[config.mk]
export PLATFORM = sky130hd
export DESIGN_NAME = line_follow_controller
export DESIGN_NICKNAME = d
export VERILOG_FILES = /design/src/rtl/line_follow_pkg.sv /design/src/rtl/line_follow_controller_motor_pwm.sv /design/src/rtl/line_follow_controller.sv
export SDC_FILE = /design/constraint.sdc
export NUM_CORES = 1
export LEC_CHECK = 0
export CORE_ASPECT_RATIO = 1.4
export CORE_MARGIN = 8
export CORE_UTILIZATION = 35
export DETAILED_ROUTE_END_ITERATION = 8
export GPL_TIMING_DRIVEN = 0
export PLACE_DENSITY = 0.58
export SLEW_MARGIN = 20
export SYNTH_ARGS = -nofsm -noshare
export SYNTH_HDL_FRONTEND = slang
export SYNTH_HIERARCHICAL = 1
export SYNTH_SLANG_ARGS = --single-unit
[constraint.sdc]
create_clock -name Clock -period 2.55 [get_ports Clock]
set_input_delay 0.255 -clock Clock [delete_from_list [all_inputs] [get_ports Clock]]
set_output_delay 0.255 -clock Clock [all_outputs]
set_load 0.01 [all_outputs]
[src/rtl/line_follow_pkg.sv]
// Shared encodings for the line-follow steering sequencer: FSM states,
// sensor patterns ([2]=left, [1]=centre, [0]=right), motor direction levels.
package line_follow_pkg;

   typedef enum logic [2:0] {
      ST_IDLE    = 3'd0,
      ST_FORWARD = 3'd1,
      ST_LEFT    = 3'd2,
      ST_RIGHT   = 3'd3,
      ST_LOST    = 3'd4,
      ST_SEARCH  = 3'd5,
      ST_HALT    = 3'd6
   } state_t;

   localparam logic [2:0] SNS_NONE    = 3'b000;
   localparam logic [2:0] SNS_RIGHT   = 3'b001;
   localparam logic [2:0] SNS_CENTRE  = 3'b010;
   localparam logic [2:0] SNS_RIGHT_C = 3'b011;
   localparam logic [2:0] SNS_LEFT    = 3'b100;
   localparam logic [2:0] SNS_SPLIT   = 3'b101;
   localparam logic [2:0] SNS_LEFT_C  = 3'b110;
   localparam logic [2:0] SNS_ALL     = 3'b111;

   localparam logic DIR_FWD = 1'b1;
   localparam logic DIR_REV = 1'b0;

   // Steering decision for a running (non-HALT) state; timeouts are layered on top.
   function automatic state_t sensor_decode(input state_t cur, input logic [2:0] sensor);
      state_t nxt;
      nxt = cur;
      case (sensor)
         SNS_CENTRE, SNS_ALL:    nxt = ST_FORWARD;
         SNS_LEFT, SNS_LEFT_C:   nxt = ST_LEFT;
         SNS_RIGHT, SNS_RIGHT_C: nxt = ST_RIGHT;
         SNS_NONE:               nxt = (cur == ST_LOST || cur == ST_SEARCH) ? cur : ST_LOST;
         SNS_SPLIT:              nxt = (cur == ST_IDLE) ? ST_FORWARD : cur;
         default:                nxt = cur;
      endcase
      return nxt;
   endfunction

endpackage

[src/rtl/line_follow_controller_motor_pwm.sv]
// One motor channel: free-running period counter, duty/direction latched at
// the wrap cycle, and an immediate force-off for stopped states.
module motor_pwm
   import line_follow_pkg::*;
#(
   parameter int unsigned PWM_BITS = 8
) (
   input  logic                Clock,
   input  logic                Reset,
   input  logic [PWM_BITS:0]   DutyCmd,
   input  logic                DirCmd,
   input  logic                ForceOff,
   output logic                Pwm,
   output logic                Dir
);

   logic [PWM_BITS-1:0] cnt;
   logic [PWM_BITS:0]   duty_active;

   always_ff @(posedge Clock or posedge Reset) begin
      if (Reset) begin
         cnt         <= '0;
         duty_active <= '0;
         Dir         <= DIR_FWD;
      end else begin
         cnt <= cnt + 1'b1;
         if (cnt == '1) begin
            duty_active <= ForceOff ? '0 : DutyCmd;
            Dir         <= DirCmd;
         end else if (ForceOff) begin
            duty_active <= '0;
         end
      end
   end

   // Duty carries one extra bit so a full-scale value yields constant high.
   assign Pwm = !ForceOff && ({1'b0, cnt} < duty_active);

endmodule

[src/rtl/line_follow_controller.sv]
// Line-following drive FSM feeding two motor_pwm channels.
// Optional macro LINE_SEARCH_EN: LOST timeout enters a SEARCH spin instead of HALT.
module line_follow_controller
   import line_follow_pkg::*;
#(
   parameter int unsigned PWM_BITS       = 8,
   parameter int unsigned FWD_DUTY       = 200,
   parameter int unsigned TURN_DUTY      = 120,
   parameter int unsigned LOST_TIMEOUT   = 1000,
   parameter int unsigned SEARCH_TIMEOUT = 5000,
   parameter int unsigned TMR_BITS       = 16
) (
   input  logic       Clock,
   input  logic       Reset,
   input  logic       Enable,
   input  logic [2:0] Sensor,
   output logic       LeftPwm,
   output logic       RightPwm,
   output logic       LeftDir,
   output logic       RightDir,
   output logic [2:0] State,
   output logic       Lost
);

   localparam int unsigned PWM_FULL = 2 ** PWM_BITS;
   localparam logic [PWM_BITS:0] FWD_CMD  = (FWD_DUTY  >= PWM_FULL) ? (PWM_BITS+1)'(PWM_FULL)
                                                                    : (PWM_BITS+1)'(FWD_DUTY);
   localparam logic [PWM_BITS:0] TURN_CMD = (TURN_DUTY >= PWM_FULL) ? (PWM_BITS+1)'(PWM_FULL)
                                                                    : (PWM_BITS+1)'(TURN_DUTY);
   localparam logic [TMR_BITS-1:0] LOST_LAST = TMR_BITS'(LOST_TIMEOUT - 1);
`ifdef LINE_SEARCH_EN
   localparam logic [TMR_BITS-1:0] SEARCH_LAST = TMR_BITS'(SEARCH_TIMEOUT - 1);
`endif

   state_t              state;
   state_t              next;
   logic [TMR_BITS-1:0] timer;
   logic                last_side;

   logic [PWM_BITS:0]   cmd_l_duty, cmd_r_duty;
   logic                cmd_l_dir, cmd_r_dir;
   logic [PWM_BITS:0]   hold_l_duty, hold_r_duty;
   logic                hold_l_dir, hold_r_dir;
   logic                force_off;

   always_ff @(posedge Clock or posedge Reset) begin
      if (Reset) begin
         state     <= ST_IDLE;
         timer     <= '0;
         last_side <= 1'b0;
         Lost      <= 1'b0;
      end else begin
         state <= next;
         if (next != state)
            timer <= '0;
         else if (state == ST_LOST || state == ST_SEARCH)
            timer <= timer + 1'b1;
         else
            timer <= '0;
         if (state == ST_LEFT)
            last_side <= 1'b1;
         else if (state == ST_RIGHT)
            last_side <= 1'b0;
         if (next == ST_HALT)
            Lost <= 1'b1;
         else if (next == ST_IDLE)
            Lost <= 1'b0;
      end
   end

   // Timeouts only fire when the sensor decode would keep the current state.
   always_comb begin
      next = state;
      if (!Enable) begin
         next = ST_IDLE;
      end else if (state != ST_HALT) begin
         next = sensor_decode(state, Sensor);
         if (next == state) begin
            if (state == ST_LOST && timer == LOST_LAST)
`ifdef LINE_SEARCH_EN
               next = ST_SEARCH;
            if (state == ST_SEARCH && timer == SEARCH_LAST)
               next = ST_HALT;
`else
               next = ST_HALT;
`endif
         end
      end
   end

   always_comb begin
      cmd_l_duty = '0;
      cmd_r_duty = '0;
      cmd_l_dir  = DIR_FWD;
      cmd_r_dir  = DIR_FWD;
      case (state)
         ST_FORWARD: begin
            cmd_l_duty = FWD_CMD;
            cmd_r_duty = FWD_CMD;
         end
         ST_LEFT:  cmd_r_duty = TURN_CMD;
         ST_RIGHT: cmd_l_duty = TURN_CMD;
         ST_LOST: begin
            cmd_l_duty = hold_l_duty;
            cmd_r_duty = hold_r_duty;
            cmd_l_dir  = hold_l_dir;
            cmd_r_dir  = hold_r_dir;
         end
`ifdef LINE_SEARCH_EN
         ST_SEARCH: begin
            cmd_l_duty = TURN_CMD;
            cmd_r_duty = TURN_CMD;
            cmd_l_dir  = last_side ? DIR_FWD : DIR_REV;
            cmd_r_dir  = last_side ? DIR_REV : DIR_FWD;
         end
`endif
         default: ;
      endcase
   end

   // Last commanded values, replayed unchanged while LOST.
   always_ff @(posedge Clock or posedge Reset) begin
      if (Reset) begin
         hold_l_duty <= '0;
         hold_r_duty <= '0;
         hold_l_dir  <= DIR_FWD;
         hold_r_dir  <= DIR_FWD;
      end else begin
         hold_l_duty <= cmd_l_duty;
         hold_r_duty <= cmd_r_duty;
         hold_l_dir  <= cmd_l_dir;
         hold_r_dir  <= cmd_r_dir;
      end
   end

   assign force_off = (state == ST_IDLE) || (state == ST_HALT);
   assign State     = state;

   motor_pwm #(.PWM_BITS(PWM_BITS)) u_left_motor (
      .Clock    (Clock),
      .Reset    (Reset),
      .DutyCmd  (cmd_l_duty),
      .DirCmd   (cmd_l_dir),
      .ForceOff (force_off),
      .Pwm      (LeftPwm),
      .Dir      (LeftDir)
   );

   motor_pwm #(.PWM_BITS(PWM_BITS)) u_right_motor (
      .Clock    (Clock),
      .Reset    (Reset),
      .DutyCmd  (cmd_r_duty),
      .DirCmd   (cmd_r_dir),
      .ForceOff (force_off),
      .Pwm      (RightPwm),
      .Dir      (RightDir)
   );

endmodule
==> results of run 1 <==
-- final timing paths --
path / from / endpoint / slack, ns / cells past startpoint
min in group Clock: hold_l_duty[6] / hold_l_duty[6] / 0.48 / 1
min: Reset / timer[1] / 0.28 / 2
max: State[1] / RightPwm / 0.19 / 7
min reg2reg: hold_l_duty[6] / hold_l_duty[6] / 0.48 / 1
max in group asynchronous: Reset / u_right_motor/cnt[2] / 1.68 / 2
max reg2reg: State[2] / timer[11] / 0.42 / 8
-- report_power, final --
group / leakage, nW / switching [mW] / internal, mW / total [mW]
Combinational: 0.861 / 0.0895 / 0.0687 / 0.158
Clock: 0.149 / 0.463 / 0.807 / 1.27
Sequential: 1.00 / 0.00722 / 1.23 / 1.23
Total: 2.01 / 0.560 / 2.10 / 2.66
-- stage by stage --
step,util,cells
final,0.419,518
after detailed placement,0.390,503
after global placement,0.388,502
after global routing,0.419,518
after floorplan,-,348
after CTS,0.419,518
-- cell families after synthesis --
kind of cell | after synthesis | synth area share
and+or+nand+nor | 130 | 0.233
DFF | 76 | 0.487
AOI/OAI and AO/OA | 40 | 0.0672
buffers and inverters | 38 | 0.0438
xor gates and xnor gates | 27 | 0.0604
muxes | 20 | 0.0537
adders and majority gates | 17 | 0.0544
-- layout make-up --
cell class,count,share of cell area
sequential,76,0.419
multi-input combinational,234,0.405
clock buffer,12,0.0563
tap,141,0.0387
timing repair buffer,14,0.0324
inverter,28,0.0231
buffer,9,0.0154
clock inverter,4,0.0104
-- critical path: stages, from the launching register on --
cell	delay, ns
dfrtp_1	0.41
buf_4	0.20
nand2b_1	0.10
nor3b_2	0.17
clkbuf_2	0.17
clkbuf_2	0.19
a221oi_2	0.22
dlygate4sd2_1	0.30
-- layer usage --
metal / vias up / global-route usage
met4: 0 / 0.0392
met1: 1198 / 0.116
met2: 27 / 0.161
met5: - / 0
met3: 10 / 0.0278
li1: 1221 / -
-- what timing repair did --
action / CTS / global route
pin swaps: 0 / 0
endpoints found under the setup margin: 2 / 1
gates resized for setup: 8 / 1
setup buffers: 0 / 0
-- sequential cells by signal, summed over array words and instances, names as in the netlist --
signal / count
Lost: 1
State: 3
hold_l_dir: 1
hold_l_duty: 9
hold_r_dir: 1
hold_r_duty: 9
timer: 16
u_left_motor/Dir: 1
u_left_motor/cnt: 8
u_left_motor/duty_active: 9
u_right_motor/Dir: 1
u_right_motor/cnt: 8
u_right_motor/duty_active: 9
-- cell usage after synthesis (3+ instances only) --
cell type	count	share of area
mux2i_1	18	0.046
xor2_1	17	0.038
nand3_1	8	0.010
dfstp_2	4	0.027
nor3b_1	6	0.012
nand2_1	10	0.0096
and2_1	9	0.014
and3_1	6	0.0096
a21o_1	8	0.015
xnor2_1	10	0.022
nand4_1	4	0.0064
dfrtp_1	72	0.46
clkbuf_1	5	0.0048
nor2b_1	4	0.0064
and4_1	3	0.0067
inv_1	28	0.027
o21ai_0	10	0.013
nand2b_1	40	0.064
a211oi_1	3	0.0058
ha_1	17	0.054
nor2_4	8	0.023
nor2_1	13	0.012
a21oi_1	8	0.010
==> out/results.ini, run 1 <==
[outcome]
status=finished clean

[final_layout]
drive_above_1_share=0.149
final_cell_mix=dfrtp_1, nand2b_1, inv_1
areaGrowthSynthToFinish_pct=16.4
stdcell_area_um2=4560
multi_input_area_um2=1850
fill_cells=1021
regArea_um2=1910
num_antenna_cells=0
mostFrequentLayoutCell=dfrtp_1
nets=395

[clock_network]
cts_tree=yes
cts-buffers-inserted=9
h-tree-depth=3
insertion_delay_ns=0.33
cts_root_buf=clkbuf_16
path_clk_slew_ns=0.06
cts_num_sinks=76
clockBufferDepth=2
ctsHoldBuffers=0

[sta]
skew_ns=0.00540
fmax_mhz=423
grt_setup_unrepaired=false
holdWs_ns=0.283
slew_viol_final=0
layout_setup_ws_ns=0.187
timing.final.hold_violations=0
setup_violations=0
period_needed_ns=2.36
worst_pin_slew_ns=0.692
timing.final.crit_share=0.927
fin_tns_setup_ns=0
relSlewSlack=0.538

[placement]
dp_hpwl_um=4960
pre_cts_ws_ns=-0.210
gp_congestion=0.798
placed_area_um2=4240
io_buffers=13

[setup_path]
critPathCaptureType=primary output
startpoint_type=register
cp_data_arrival_time_ns=2.11
critPathRequiredTime_ns=2.30
crit_type=reg2out
cp_max_fo=10

[synthesis]
synth.distinct_cells=48
synth.cell_area_um2=3910
ys.flop_type=dfrtp_1
synth_seq_cells=76
yosys_warnings=6
async_flop_share=1.00
synth.avg_cell_area_um2=11.2
syn_nets=371
syn_inst=348
synth_edf_count=0
ys_seq_area_frac=0.487

[global_route]
grt_pass1_vias=2558
grt-ovfl-total=0
grt_pass1_wl_um=11900
grt_max_degree=27
antenna_found_initial=0
grt_usage=0.0975

[floorplanning]
io_pins=14
design.core.area_um2=10900
die_w_um=105
dieArea_um2=14900
die_h_um=141
start_util=0.360
rows=45

[worst_hold_path]
hold_class=in2async

[route]
routed.top_layer=met4
routed-wl-met2_um=3310
vias=2456
met3_length_um=200
firstDrtPassIters=4
drt-total-wl_um=6650
drt-initial-drc-count=139
viasPerCell=4.74
m1WireLength_um=3030
remaining_drc_errors=0
antenna_left=0
wire_per_inst_um=12.8

[power]
p_leak_nw=2.01
total_power_mw=2.66
powerDensity_nw_per_um2=584
peakVddDrop_v=0.000323

[run]
drv_cap=0

No activity file was read; power rests on OpenSTA's default activity.
==> run 2: changes to the inputs <==
Settings changed: CORE_UTILIZATION 35 to 55, PLACE_DENSITY 0.58 to 0.8.
==> run 2 against run 1 <==
Compared with the run above:
- clock-buffer cell count unchanged
- flip-flop and latch count unchanged
- combinational power up 3%
- register-to-register slack worse by 0.10 ns
- non-clock buffer count up 2
- clock skew up 0.0030 ns
- cell area down 2.5%
- cell count down 8.5%
- highest routed layer unchanged
==> out/results.ini, run 2 (synthesized netlist as in run 1, its figures left out) <==
[sta]
timing.final.hold_violations=0
slew_viol_final=0
period_needed_ns=2.40
worst_pin_slew_ns=0.654
setup_violations=0
relSlewSlack=0.562
layout_setup_ws_ns=0.153
timing.final.crit_share=0.940
fmax_mhz=417
skew_ns=0.00838

[power]
peakVddDrop_v=0.000355
pwr-share-comb=0.067
total_power_mw=2.42
powerDensity_nw_per_um2=545
p_switching_mw=0.519
p_leak_nw=1.99
p_int_mw=1.90
p_sw_frac=0.215
seqPwrFrac=0.509
clkPwrFrac=0.424

[placement]
io_buffers=13
dp_hpwl_um=4880
gp_congestion=0.806
pre_cts_ws_ns=-0.166

[floorplanning]
die_h_um=116
start_util=0.564
io_pins=14
dieArea_um2=10100
rows=36
die_w_um=87.3
design.core.area_um2=6940

[outcome]
status=finished clean

[final_layout]
largest_reg_flops=16
num_antenna_cells=0
drive_above_1_share=0.153
nets=397
fill_cells=553
mostFrequentLayoutCell=dfrtp_1
final_cell_mix=dfrtp_1, nand2b_1, inv_1
largest_register=timer
areaGrowthSynthToFinish_pct=13.5
regArea_um2=1910
multi_input_area_um2=1850

[setup_path]
cp_max_fo=10
slowest_stage=dfrtp_1
startpoint_type=register
max_stage_delay_ns=0.38
crit_type=reg2out
critPathRequiredTime_ns=2.30
path_cells=buf_4, nand2b_1, nor3b_2, clkbuf_2, clkbuf_2, a221oi_1, dlygate4sd2_1
critPathCaptureType=primary output
cp_data_arrival_time_ns=2.14
cpMostUsedCell=clkbuf_2

[clock_network]
h-tree-depth=3
cts_num_sinks=76
cts_root_buf=clkbuf_8
clockBufferDepth=2
cts_tree=yes
path_clk_slew_ns=0.08
insertion_delay_ns=0.34
cts-buffers-inserted=9

[route]
firstDrtPassIters=4
wire_per_inst_um=14.2
drt-initial-drc-count=53
drt-total-wl_um=6730
viasPerCell=5.20
remaining_drc_errors=0
vias=2463
antenna_left=0

[global_route]
grt_usage=0.149
grt_pass1_wl_um=11900
antenna_found_initial=0
grt_pass1_vias=2654
grt_max_degree=22
grt-ovfl-total=0

[run]
drv_cap=0

[worst_hold_path]
hold_class=in2async

==> run 2: changes by cell type in the layout (fill, tap and decap cells not counted), sizes merged <==
| cell | before | now |
|---|---|---|
| buf | 6 | 7 |
| bufinv | 1 | 2 |
| clkbuf | 16 | 17 |
| clkinv | 2 | 1 |
==> run 2: per-layer routing <==
layer  GRT usage  part of all wire
met5           0                 0
met4      0.0737             0.023
met3      0.0305             0.024
met2       0.263              0.52
met1       0.166              0.43
==> run 2: cell type report <==
type                            instances  share of cell area
Multi-Input combinational cell        234               0.415
Buffer                                 10              0.0169
Clock inverter                          4              0.0163
Clock buffer                           12              0.0349
Sequential cell                        76               0.429
Inverter                               28              0.0237
Tap cell                               95              0.0268
Timing Repair Buffer                   15              0.0366
==> run 2: path summary, 6_finish.rpt <==
check,startpoint,endpoint,slack [ns],cells after the start
max in group asynchronous,Reset,hold_l_dir,1.70,3
worst min register to register,u_right_motor/cnt[0],u_right_motor/cnt[0],0.47,1
min in group Clock,u_right_motor/cnt[0],u_right_motor/cnt[0],0.47,1
worst min-delay path,Reset,timer[2],0.32,2
worst max register to register,State[2],timer[8],0.32,8
worst max-delay path,State[2],LeftPwm,0.15,7
==> run 2: power by group through the flow <==
stage | clock (mW) | sequential (mW) | combinational, mW
after global placement | 0 | 1.25 | 0.149
after CTS | 1.05 | 1.23 | 0.162
final | 1.03 | 1.23 | 0.163
after global routing | 1.11 | 1.23 | 0.182
after detailed placement | 0 | 1.25 | 0.158
after floorplan | 0 | 1.25 | 0.104
==> run 2: what timing repair did <==
item,CTS,global route
buffers inserted,0,1
hold buffers,0,0
setup endpoints to repair,2,2
resized for setup,9,1
hold endpoints to repair,0,0
==> run 2: worst max-delay path, delay by kind of cell, from the launching register on <==
family,cells,cell delay (ns)
buffers and inverters,4,0.82
and+or+nand+nor,2,0.37
AOI/OAI and AO/OA,1,0.23
DFF,1,0.38
==> run 2: metrics by stage <==
stage / std cells / util / cell area (um2) / setup TNS (ns) / hold slack [ns]
after floorplan: 348 / - / 3910 / 0 / 0.193
after global placement: 456 / 0.600 / 4160 / -0.173 / 0.459
after detailed placement: 457 / 0.604 / 4190 / -0.259 / 0.464
after CTS: 473 / 0.639 / 4430 / 0 / 0.309
after global routing: 474 / 0.640 / 4440 / -0.0124 / 0.387
final: 474 / 0.640 / 4440 / 0 / 0.322
==> run 3: changes to the inputs <==
Settings changed: CELL_PAD_IN_SITES_DETAIL_PLACEMENT set to 1, CELL_PAD_IN_SITES_GLOBAL_PLACEMENT set to 1, CORE_UTILIZATION 55 to 49, PLACE_DENSITY 0.8 to 0.86.
Clock period 2.55 ns to 2.5 ns, I/O delays scaled along.
==> run 3 against run 2 <==
Compared with the run above:
- first-iteration DRC count increased by 13%
- cell area decreased by 0.68%
- clock-buffer cell count increased by 1
- non-clock buffer count decreased by 1
- sequential power about the same
- highest routed layer unchanged
==> out/results.ini, run 3 (synthesized netlist as in run 1, its figures left out) <==
[floorplanning]
start_util=0.505
design.core.area_um2=7750
die_w_um=91.5
die_h_um=122
io_pins=14
dieArea_um2=11100
rows=38

[power]
p_leak_nw=1.96
peakVddDrop_v=0.000512
total_power_mw=2.29
powerDensity_nw_per_um2=519

[setup_path]
cp_data_arrival_time_ns=2.10
cp_max_fo=6
critPathCaptureType=primary output
startpoint_type=register
r2r_end=timer[8]
regToRegStartpoint=State[2]
crit_type=reg2out
rrSetupSlack_ns=0.24
rr_worst_depth=8
critPathRequiredTime_ns=2.25

[placement]
io_buffers=13
placed_area_um2=4200
dp_hpwl_um=5790
gp_congestion=0.806

[route]
wire_per_inst_um=16.9
drt-total-wl_um=8070
viasPerCell=5.26
vias=2508
antenna_left=0
firstDrtPassIters=4
remaining_drc_errors=0
drt-initial-drc-count=60

[sta]
fmax_mhz=426
worst_pin_slew_ns=0.694
skew_ns=0.0130
setup_violations=0
relSlewSlack=0.537
slew_viol_final=0
timing.final.hold_violations=0
grt_setup_unrepaired=false
period_needed_ns=2.35
timing.final.crit_share=0.939

[clock_network]
cts-buffers-inserted=9
clockBufferDepth=2
cts_num_sinks=76
cts_tree=yes
cts_root_buf=clkbuf_8
path_clk_slew_ns=0.08
h-tree-depth=3
insertion_delay_ns=0.35
cts_setup_buffers=0

[global_route]
antenna_found_initial=0
grt-ovfl-total=0
grt_pass1_wl_um=13900
grt_pass1_vias=2882
grt_max_degree=26
grt_usage=0.155

[final_layout]
largest_register=timer
multi_input_area_um2=1860
regArea_um2=1910
drive_above_1_share=0.162
areaGrowthSynthToFinish_pct=12.8
mostFrequentLayoutCell=dfrtp_1
fill_cells=822
final_cell_mix=dfrtp_1, nand2b_1, inv_1
largest_reg_flops=16
stdcell_area_um2=4410
num_antenna_cells=0
nets=396

[worst_hold_path]
hold_class=in2async

[run]
drv_cap=0

[outcome]
status=finished clean

[run 3: power breakdown]
group	switching [mW]	leakage, nW	internal [mW]
logic	0.0960	0.866	0.0736
clock network	0.428	0.0953	0.434
registers	0.00904	1.00	1.25
total	0.533	1.96	1.76
[run 3: final cells by class]
cell class | instances | share of cell area
Tap cell | 100 | 0.0284
Multi-Input combinational cell | 234 | 0.421
Inverter | 28 | 0.0238
Timing Repair Buffer | 14 | 0.0357
Buffer | 10 | 0.0176
Clock inverter | 2 | 0.00227
Sequential cell | 76 | 0.433
Clock buffer | 13 | 0.0383
[run 3: worst max-delay path by stage]
stage                        startpoint  endpoint  slack [ns]  cells after the start
detailed placement             State[1]  RightPwm       -0.27                      7
floorplan                      State[1]   LeftPwm        0.59                      6
global route        u_left_motor/cnt[4]   LeftPwm       0.005                      5
finish              u_left_motor/cnt[4]   LeftPwm        0.15                      5
global placement               State[1]  RightPwm       -0.23                      7
CTS                            State[1]   LeftPwm       0.003                      7
[run 3: timing repair]
item,CTS,global route
pin swaps,1,0
resized for setup,14,4
hold buffers,0,0
setup endpoints to repair,2,8
[run 3: worst max-delay path, stage by stage, from the launching register on]
cell             delay (ns)
dfrtp_2                0.47
ha_1                   0.33
a211oi_1               0.28
o21ai_1                0.14
a221oi_2               0.28
clkdlybuf4s15_2        0.26
[run 3: metal layers]
metal | track usage | vias to the layer above | part of all wire
met4 | 0.0668 | 0 | 0.014
met3 | 0.0369 | 12 | 0.021
met5 | 0 | - | 0
met1 | 0.167 | 1252 | 0.41
met2 | 0.284 | 26 | 0.56
li1 | - | 1218 | -
[run 3: metrics by stage]
stage	setup WS, ns	instances	hold slack, ns	TNS [ns]	utilization
after global routing	0.00532	477	0.327	0	0.569
after floorplan	0.593	348	0.188	0	-
final	0.151	477	0.328	0	0.569
after global placement	-0.227	461	0.458	-0.411	0.538
after detailed placement	-0.268	462	0.465	-0.495	0.541
after CTS	0.00293	477	0.313	0	0.567
